`src/rtl/shift_cmd_sequencer_if.sv`:
```
// Stream interface of shift_cmd_sequencer: command input port and result output port.
// SHIFT_SEQ_LOSS_EN adds res_loss, which travels with res_data.
interface shift_cmd_sequencer_if #(
  parameter int DATA_WIDTH  = 8,
  parameter int SHAMT_WIDTH = 3
);
  logic                   cmd_valid;
  logic                   cmd_ready;
  logic [DATA_WIDTH-1:0]  cmd_data;
  logic                   cmd_dir;
  logic [SHAMT_WIDTH-1:0] cmd_shamt;
  logic                   res_valid;
  logic                   res_ready;
  logic [DATA_WIDTH-1:0]  res_data;
`ifdef SHIFT_SEQ_LOSS_EN
  logic                   res_loss;

  modport master (
    output cmd_valid, cmd_data, cmd_dir, cmd_shamt, res_ready,
    input  cmd_ready, res_valid, res_data, res_loss
  );

  modport slave (
    input  cmd_valid, cmd_data, cmd_dir, cmd_shamt, res_ready,
    output cmd_ready, res_valid, res_data, res_loss
  );
`else
  modport master (
    output cmd_valid, cmd_data, cmd_dir, cmd_shamt, res_ready,
    input  cmd_ready, res_valid, res_data
  );

  modport slave (
    input  cmd_valid, cmd_data, cmd_dir, cmd_shamt, res_ready,
    output cmd_ready, res_valid, res_data
  );
`endif
endinterface

```
`src/rtl/shift_cmd_sequencer.sv`:
```
// shift_cmd_sequencer: buffers shift commands in a small FIFO, drives a combinational
// barrel shifter from registers, captures its output one cycle later and holds the
// result on a valid/ready port until accepted.
// Optional feature macro: SHIFT_SEQ_LOSS_EN adds res_loss (a '1' bit was shifted out).
module shift_cmd_sequencer #(
  parameter int DATA_WIDTH  = 8,
  parameter int SHAMT_WIDTH = 3,
  parameter int FIFO_DEPTH  = 4
) (
  input  logic                         clk,
  input  logic                         rst_n,
  shift_cmd_sequencer_if.slave         bus,
  output logic [DATA_WIDTH-1:0]        sh_data_in,
  output logic                         sh_left_right_sel,
  output logic [SHAMT_WIDTH-1:0]       sh_bit_shift,
  input  logic [DATA_WIDTH-1:0]        sh_data_out,
  output logic [$clog2(FIFO_DEPTH):0]  fifo_count
);

  localparam int PTR_W = $clog2(FIFO_DEPTH);
  localparam int CNT_W = PTR_W + 1;

  typedef enum logic [1:0] {
    IDLE  = 2'd0,
    DRIVE = 2'd1,
    HOLD  = 2'd2
  } state_t;

  state_t state, state_nxt;

  logic [DATA_WIDTH-1:0]  data_mem  [FIFO_DEPTH];
  logic                   dir_mem   [FIFO_DEPTH];
  logic [SHAMT_WIDTH-1:0] shamt_mem [FIFO_DEPTH];

  logic [PTR_W-1:0] wr_ptr;
  logic [PTR_W-1:0] rd_ptr;
  logic             full;
  logic             empty;
  logic             push;
  logic             pop;

`ifdef SHIFT_SEQ_LOSS_EN
  // Bits that do not survive the shift are those outside the "keep" mask.
  function automatic logic loss_calc(input logic [DATA_WIDTH-1:0]  d,
                                     input logic                   dir,
                                     input logic [SHAMT_WIDTH-1:0] amt);
    logic [DATA_WIDTH-1:0] keep;
    keep = dir ? ({DATA_WIDTH{1'b1}} << amt) : ({DATA_WIDTH{1'b1}} >> amt);
    return (d & ~keep) != '0;
  endfunction

  logic loss_p1;
`endif

  assign full          = (fifo_count == CNT_W'(FIFO_DEPTH));
  assign empty         = (fifo_count == '0);
  assign bus.cmd_ready = !full;
  assign push          = bus.cmd_valid && !full;

  // Next-state and pop decision; a pop only happens when the result slot is free.
  always_comb begin
    state_nxt = state;
    pop       = 1'b0;
    case (state)
      IDLE: begin
        if (!empty) begin
          pop       = 1'b1;
          state_nxt = DRIVE;
        end
      end
      DRIVE: begin
        state_nxt = HOLD;
      end
      HOLD: begin
        if (bus.res_valid && bus.res_ready) begin
          if (!empty) begin
            pop       = 1'b1;
            state_nxt = DRIVE;
          end else begin
            state_nxt = IDLE;
          end
        end
      end
      default: begin
        state_nxt = IDLE;
      end
    endcase
  end

  // FSM state register.
  always_ff @(posedge clk) begin
    if (!rst_n) begin
      state <= IDLE;
    end else begin
      state <= state_nxt;
    end
  end

  // FIFO storage; contents are don't-care until written, so no reset.
  always_ff @(posedge clk) begin
    if (push) begin
      data_mem[wr_ptr]  <= bus.cmd_data;
      dir_mem[wr_ptr]   <= bus.cmd_dir;
      shamt_mem[wr_ptr] <= bus.cmd_shamt;
    end
  end

  // FIFO pointers and occupancy; pointers wrap naturally at the power-of-two depth.
  always_ff @(posedge clk) begin
    if (!rst_n) begin
      wr_ptr     <= '0;
      rd_ptr     <= '0;
      fifo_count <= '0;
    end else begin
      if (push) begin
        wr_ptr <= wr_ptr + PTR_W'(1);
      end
      if (pop) begin
        rd_ptr <= rd_ptr + PTR_W'(1);
      end
      case ({push, pop})
        2'b10:   fifo_count <= fifo_count + CNT_W'(1);
        2'b01:   fifo_count <= fifo_count - CNT_W'(1);
        default: fifo_count <= fifo_count;
      endcase
    end
  end

  // Shifter drive registers: loaded from the FIFO head on pop, held otherwise.
  always_ff @(posedge clk) begin
    if (!rst_n) begin
      sh_data_in        <= '0;
      sh_left_right_sel <= 1'b0;
      sh_bit_shift      <= '0;
    end else if (pop) begin
      sh_data_in        <= data_mem[rd_ptr];
      sh_left_right_sel <= dir_mem[rd_ptr];
      sh_bit_shift      <= shamt_mem[rd_ptr];
    end
  end

  // Result capture after the shifter has settled for one cycle; held until handshake.
  always_ff @(posedge clk) begin
    if (!rst_n) begin
      bus.res_valid <= 1'b0;
      bus.res_data  <= '0;
    end else if (state == DRIVE) begin
      bus.res_valid <= 1'b1;
      bus.res_data  <= sh_data_out;
    end else if (state == HOLD && bus.res_ready) begin
      bus.res_valid <= 1'b0;
    end
  end

`ifdef SHIFT_SEQ_LOSS_EN
  // Loss flag: computed from the popped command, then moved to the output with res_data.
  always_ff @(posedge clk) begin
    if (!rst_n) begin
      loss_p1      <= 1'b0;
      bus.res_loss <= 1'b0;
    end else begin
      if (pop) begin
        loss_p1 <= loss_calc(data_mem[rd_ptr], dir_mem[rd_ptr], shamt_mem[rd_ptr]);
      end
      if (state == DRIVE) begin
        bus.res_loss <= loss_p1;
      end
    end
  end
`endif

endmodule

```
`src/flat_wrapper.sv`:
```
// flat-port wrapper written by rule: the top's interface ports become plain ports
module shift_cmd_sequencer_flat 
#(
  parameter int DATA_WIDTH  = 8,
  parameter int SHAMT_WIDTH = 3,
  parameter int FIFO_DEPTH  = 4
)
  (clk, rst_n, sh_data_in, sh_left_right_sel, sh_bit_shift, sh_data_out, fifo_count, bus_cmd_valid, bus_cmd_data, bus_cmd_dir, bus_cmd_shamt, bus_res_ready, bus_cmd_ready, bus_res_valid, bus_res_data);
  shift_cmd_sequencer_if #(.DATA_WIDTH(DATA_WIDTH), .SHAMT_WIDTH(SHAMT_WIDTH)) bus_i ();
  input  logic clk;
  input  logic rst_n;
  output logic [DATA_WIDTH-1:0] sh_data_in;
  output logic sh_left_right_sel;
  output logic [SHAMT_WIDTH-1:0] sh_bit_shift;
  input  logic [DATA_WIDTH-1:0] sh_data_out;
  output logic [$clog2(FIFO_DEPTH):0] fifo_count;
  input wire logic [$bits(bus_i.cmd_valid)-1:0] bus_cmd_valid;
  input wire logic [$bits(bus_i.cmd_data)-1:0] bus_cmd_data;
  input wire logic [$bits(bus_i.cmd_dir)-1:0] bus_cmd_dir;
  input wire logic [$bits(bus_i.cmd_shamt)-1:0] bus_cmd_shamt;
  input wire logic [$bits(bus_i.res_ready)-1:0] bus_res_ready;
  output wire logic [$bits(bus_i.cmd_ready)-1:0] bus_cmd_ready;
  output wire logic [$bits(bus_i.res_valid)-1:0] bus_res_valid;
  output wire logic [$bits(bus_i.res_data)-1:0] bus_res_data;
  assign bus_i.cmd_valid = bus_cmd_valid;
  assign bus_i.cmd_data = bus_cmd_data;
  assign bus_i.cmd_dir = bus_cmd_dir;
  assign bus_i.cmd_shamt = bus_cmd_shamt;
  assign bus_i.res_ready = bus_res_ready;
  assign bus_cmd_ready = bus_i.cmd_ready;
  assign bus_res_valid = bus_i.res_valid;
  assign bus_res_data = bus_i.res_data;
  shift_cmd_sequencer #(.DATA_WIDTH(DATA_WIDTH), .SHAMT_WIDTH(SHAMT_WIDTH), .FIFO_DEPTH(FIFO_DEPTH)) u_core (.clk(clk), .rst_n(rst_n), .bus(bus_i), .sh_data_in(sh_data_in), .sh_left_right_sel(sh_left_right_sel), .sh_bit_shift(sh_bit_shift), .sh_data_out(sh_data_out), .fifo_count(fifo_count));
endmodule
```
`config.mk`:
```
export PLATFORM = sky130hd
export DESIGN_NAME = shift_cmd_sequencer_flat
export DESIGN_NICKNAME = d
export VERILOG_FILES = /design/src/rtl/shift_cmd_sequencer_if.sv /design/src/rtl/shift_cmd_sequencer.sv /design/src/flat_wrapper.sv
export SDC_FILE = /design/constraint.sdc
export NUM_CORES = 1
export LEC_CHECK = 0
export ABC_AREA = 1
export ABC_CLOCK_PERIOD_IN_PS = 4700
export CAP_MARGIN = 5
export CORE_MARGIN = 8
export CORE_UTILIZATION = 39
export DETAILED_ROUTE_END_ITERATION = 10
export SLEW_MARGIN = 20
export SYNTH_ARGS = -nofsm -noshare
export SYNTH_HDL_FRONTEND = slang
export SYNTH_SLANG_ARGS = --single-unit
```
`constraint.sdc`:
```
create_clock -name clk -period 4.7 [get_ports clk]
set_input_delay 0.94 -clock clk [delete_from_list [all_inputs] [get_ports clk]]
set_output_delay 0.94 -clock clk [all_outputs]
set_load 0.01 [all_outputs]
```
==> impl_metrics.env <==
export IMPL_cts_buffer_depth=2
export IMPL_finalHoldViolations=0
export IMPL_die_w_um=108
export IMPL_synth_seq_cells=78
export IMPL_diodes=0
export IMPL_postCtsSetupBuffers=0
export IMPL_grt_overflow=0
export IMPL_core_um2=8260
export IMPL_maxCapViolations=0
export IMPL_layoutNonFillerInstCount=519
export IMPL_power_density_nw_per_um2=576
export IMPL_cts_sinks=78
export IMPL_clock_latency_ns=0.34
export IMPL_yosysMostFrequentCell="nand2_1"
export IMPL_tightestPinTransition_ns=1.02
export IMPL_clock_skew_ns=0.00477
export IMPL_yosysTopAreaCell="edfxtp_1"
export IMPL_final_area_um2=4060
export IMPL_worstPathRequired_ns=4.93
export IMPL_clockRootBuffer="clkbuf_8"
export IMPL_synth_enable_flop_cells=48
export IMPL_final_nets=439
export IMPL_async_reset_ff_share_pct=0
export IMPL_outcome="finished clean"
export IMPL_rows=33
export IMPL_dp_cells=503
export IMPL_vdd_ir_drop_max_uv=223
export IMPL_post_cts_resize_count=0
export IMPL_grt_max_degree=30
export IMPL_fp_dieH_um=108
export IMPL_setup_tns_ns=0
export IMPL_num_vias=2278
export IMPL_drt_wl_total_mm=6.43
export IMPL_setup_worst_path_class="in2reg"
export IMPL_htree_levels=3
export IMPL_startpoint_type="input pin"
export IMPL_seq_area_um2=2040
export IMPL_yosys_area_top_type_share_pct=43.2
export IMPL_drt_iter0_markers=74
export IMPL_yosysSeqAreaShare_pct=61.3
export IMPL_report_final_slew_viol_count=0
export IMPL_worstPathMaxFanout=29
export IMPL_syn_area_um2=3330
export IMPL_synth_cells=359
export IMPL_grt_first_pass_wirelength_mm=10.8
export IMPL_area_delta_synth_final_pct=21.9
export IMPL_die_area_um2=11800
export IMPL_cts_tree="yes"
export IMPL_wl_per_cell_um=12.4
export IMPL_place_area_um2=3860
export IMPL_cts_buffers=9
export IMPL_final_layout_size_suffix_gt1_share_pct=9.42
export IMPL_ys_flop_type="edfxtp_1"
export IMPL_synth_yosys_warnings=0
export IMPL_synthTopCellsByArea="edfxtp_1 43%, dfxtp_1 18%, nand2_1 13%"
export IMPL_viasPerCell=4.39
export IMPL_grt_total_usage_pct=11.8
export IMPL_globalplace_congestion=0.712
export IMPL_post_route_period_util_pct=62.4
export IMPL_power_leakage_uw=0.00177
export IMPL_crit_arrival_ns=3.16
export IMPL_io_buffers=48
export IMPL_rsz0062_at_grt="no"
export IMPL_multiInputGateArea_um2=981
export IMPL_drtPass1Iterations=4
export IMPL_grt_pass1_vias=2231
export IMPL_antenna_found_initial=0
export IMPL_route_detailed_drc=0
export IMPL_max_slew_margin_rel_pct=31.7
export IMPL_design_portCount=49
export IMPL_setup_viol=0
export IMPL_endpoint_kind="register"
export IMPL_dp_hpwl_mm=4.29
export IMPL_syn_num_nets=389
export IMPL_postCtsHoldBufs=0
export IMPL_fillers=793
export IMPL_path_clk_slew_ns=0.07
export IMPL_min_period_ns=2.93
export IMPL_avgSynthCellArea_um2=9.28
export IMPL_ant_nets=0
export IMPL_initial_core_util_pct=40.4
export IMPL_synth_common_cells="117 x nand2_1, 49 x inv_1, 48 x edfxtp_1"
export IMPL_hold_path_class="reg2reg"
export IMPL_max_freq_mhz=341
export IMPL_ys_types=25
## cells by family (layout without fill, tap and decap cells)
group | after synthesis | count (layout) | synth area share, %
and+or+nand+nor | 192 | 192 | 23.8
DFF | 78 | 78 | 61.3
buffers and inverters | 64 | 119 | 9.31
AOI/OAI and AO/OA | 17 | 17 | 2.67
adders and majority gates | 6 | 6 | 2.48
xor gates and xnor gates | 2 | 2 | 0.526
## worst paths after layout
check / startpoint / to / slack, ns / depth (start not counted)
min: u_core.state[0]$_SDFFE_PN0P_ / u_core.state[1]$_SDFFE_PN0P_ / 0.51 / 1
max reg2reg: u_core.fifo_count[0]$_SDFFE_PN0P_ / u_core.fifo_count[2]$_SDFFE_PN0P_ / 2.29 / 10
min reg2reg: u_core.state[0]$_SDFFE_PN0P_ / u_core.state[1]$_SDFFE_PN0P_ / 0.51 / 1
max: bus_res_ready / u_core.fifo_count[2]$_SDFFE_PN0P_ / 1.77 / 11
## metal layers
metal,GRT usage [%],up-vias,part of all wire [%]
met1,14.3,1017,46
met3,3.81,8,5.4
met2,19.1,51,47
li1,-,1202,-
met4,4.40,0,1.2
met5,0,-,0
## placed cells by master (no fill, tap or decap), drive strengths merged, types with 5 or more instances in the layout
cell type,count
clkdlybuf4s50,48
ha,5
o21ai,13
inv,51
clkbuf,13
nand3,14
dfxtp,30
edfxtp,48
nand2,118
nor2,59
## critical path: stages
cell and delay, ns:
clkdlybuf4s50_1 0.42, nand2_1 0.11, nand2_2 0.05, nand3_2 0.42, inv_1 0.11, ha_1 0.26
fa_1 0.40, nor2_1 0.17, nor2_1 0.07, o21ai_0 0.14, nor2_1 0.05
## sequential cells by signal (all words and copies together) (netlist names)
| register | cells |
|---|---|
| u_core.bus.res_data | 8 |
| u_core.bus.res_valid | 1 |
| u_core.data_mem | 32 |
| u_core.dir_mem | 4 |
| u_core.fifo_count | 3 |
| u_core.rd_ptr | 2 |
| u_core.sh_bit_shift | 3 |
| u_core.sh_data_in | 8 |
| u_core.sh_left_right_sel | 1 |
| u_core.shamt_mem | 12 |
| u_core.state | 2 |
| u_core.wr_ptr | 2 |
## final cells by class
| type | instances | area share [%] |
|---|---|---|
| Clock inverter | 3 | 1.08 |
| Multi-Input combinational cell | 217 | 24.1 |
| Tap cell | 105 | 3.23 |
| Inverter | 51 | 4.77 |
| Timing Repair Buffer | 52 | 12.6 |
| Sequential cell | 78 | 50.3 |
| Clock buffer | 13 | 3.94 |
## metrics by stage
| step | utilization [%] | total power [uW] | hold WS [ns] | worst slack (ns) |
|---|---|---|---|---|
| after global routing | 49.2 | 2540 | 0.544 | 1.48 |
| after CTS | 49.2 | 2380 | 0.510 | 1.77 |
| after floorplan | - | 1630 | 0.462 | 2.19 |
| after detailed placement | 46.7 | 1880 | 0.496 | 1.40 |
| after global placement | 46.7 | 1850 | 0.480 | 1.51 |
| final | 49.2 | 2340 | 0.505 | 1.77 |
## where the power goes
group	internal, uW	total [uW]	leakage [uW]	switching [uW]
sequential	865	975	0.000688	110
combinational	361	867	0.000977	506
clock	277	498	0.000107	222
Power figures use the tool's default switching activity.
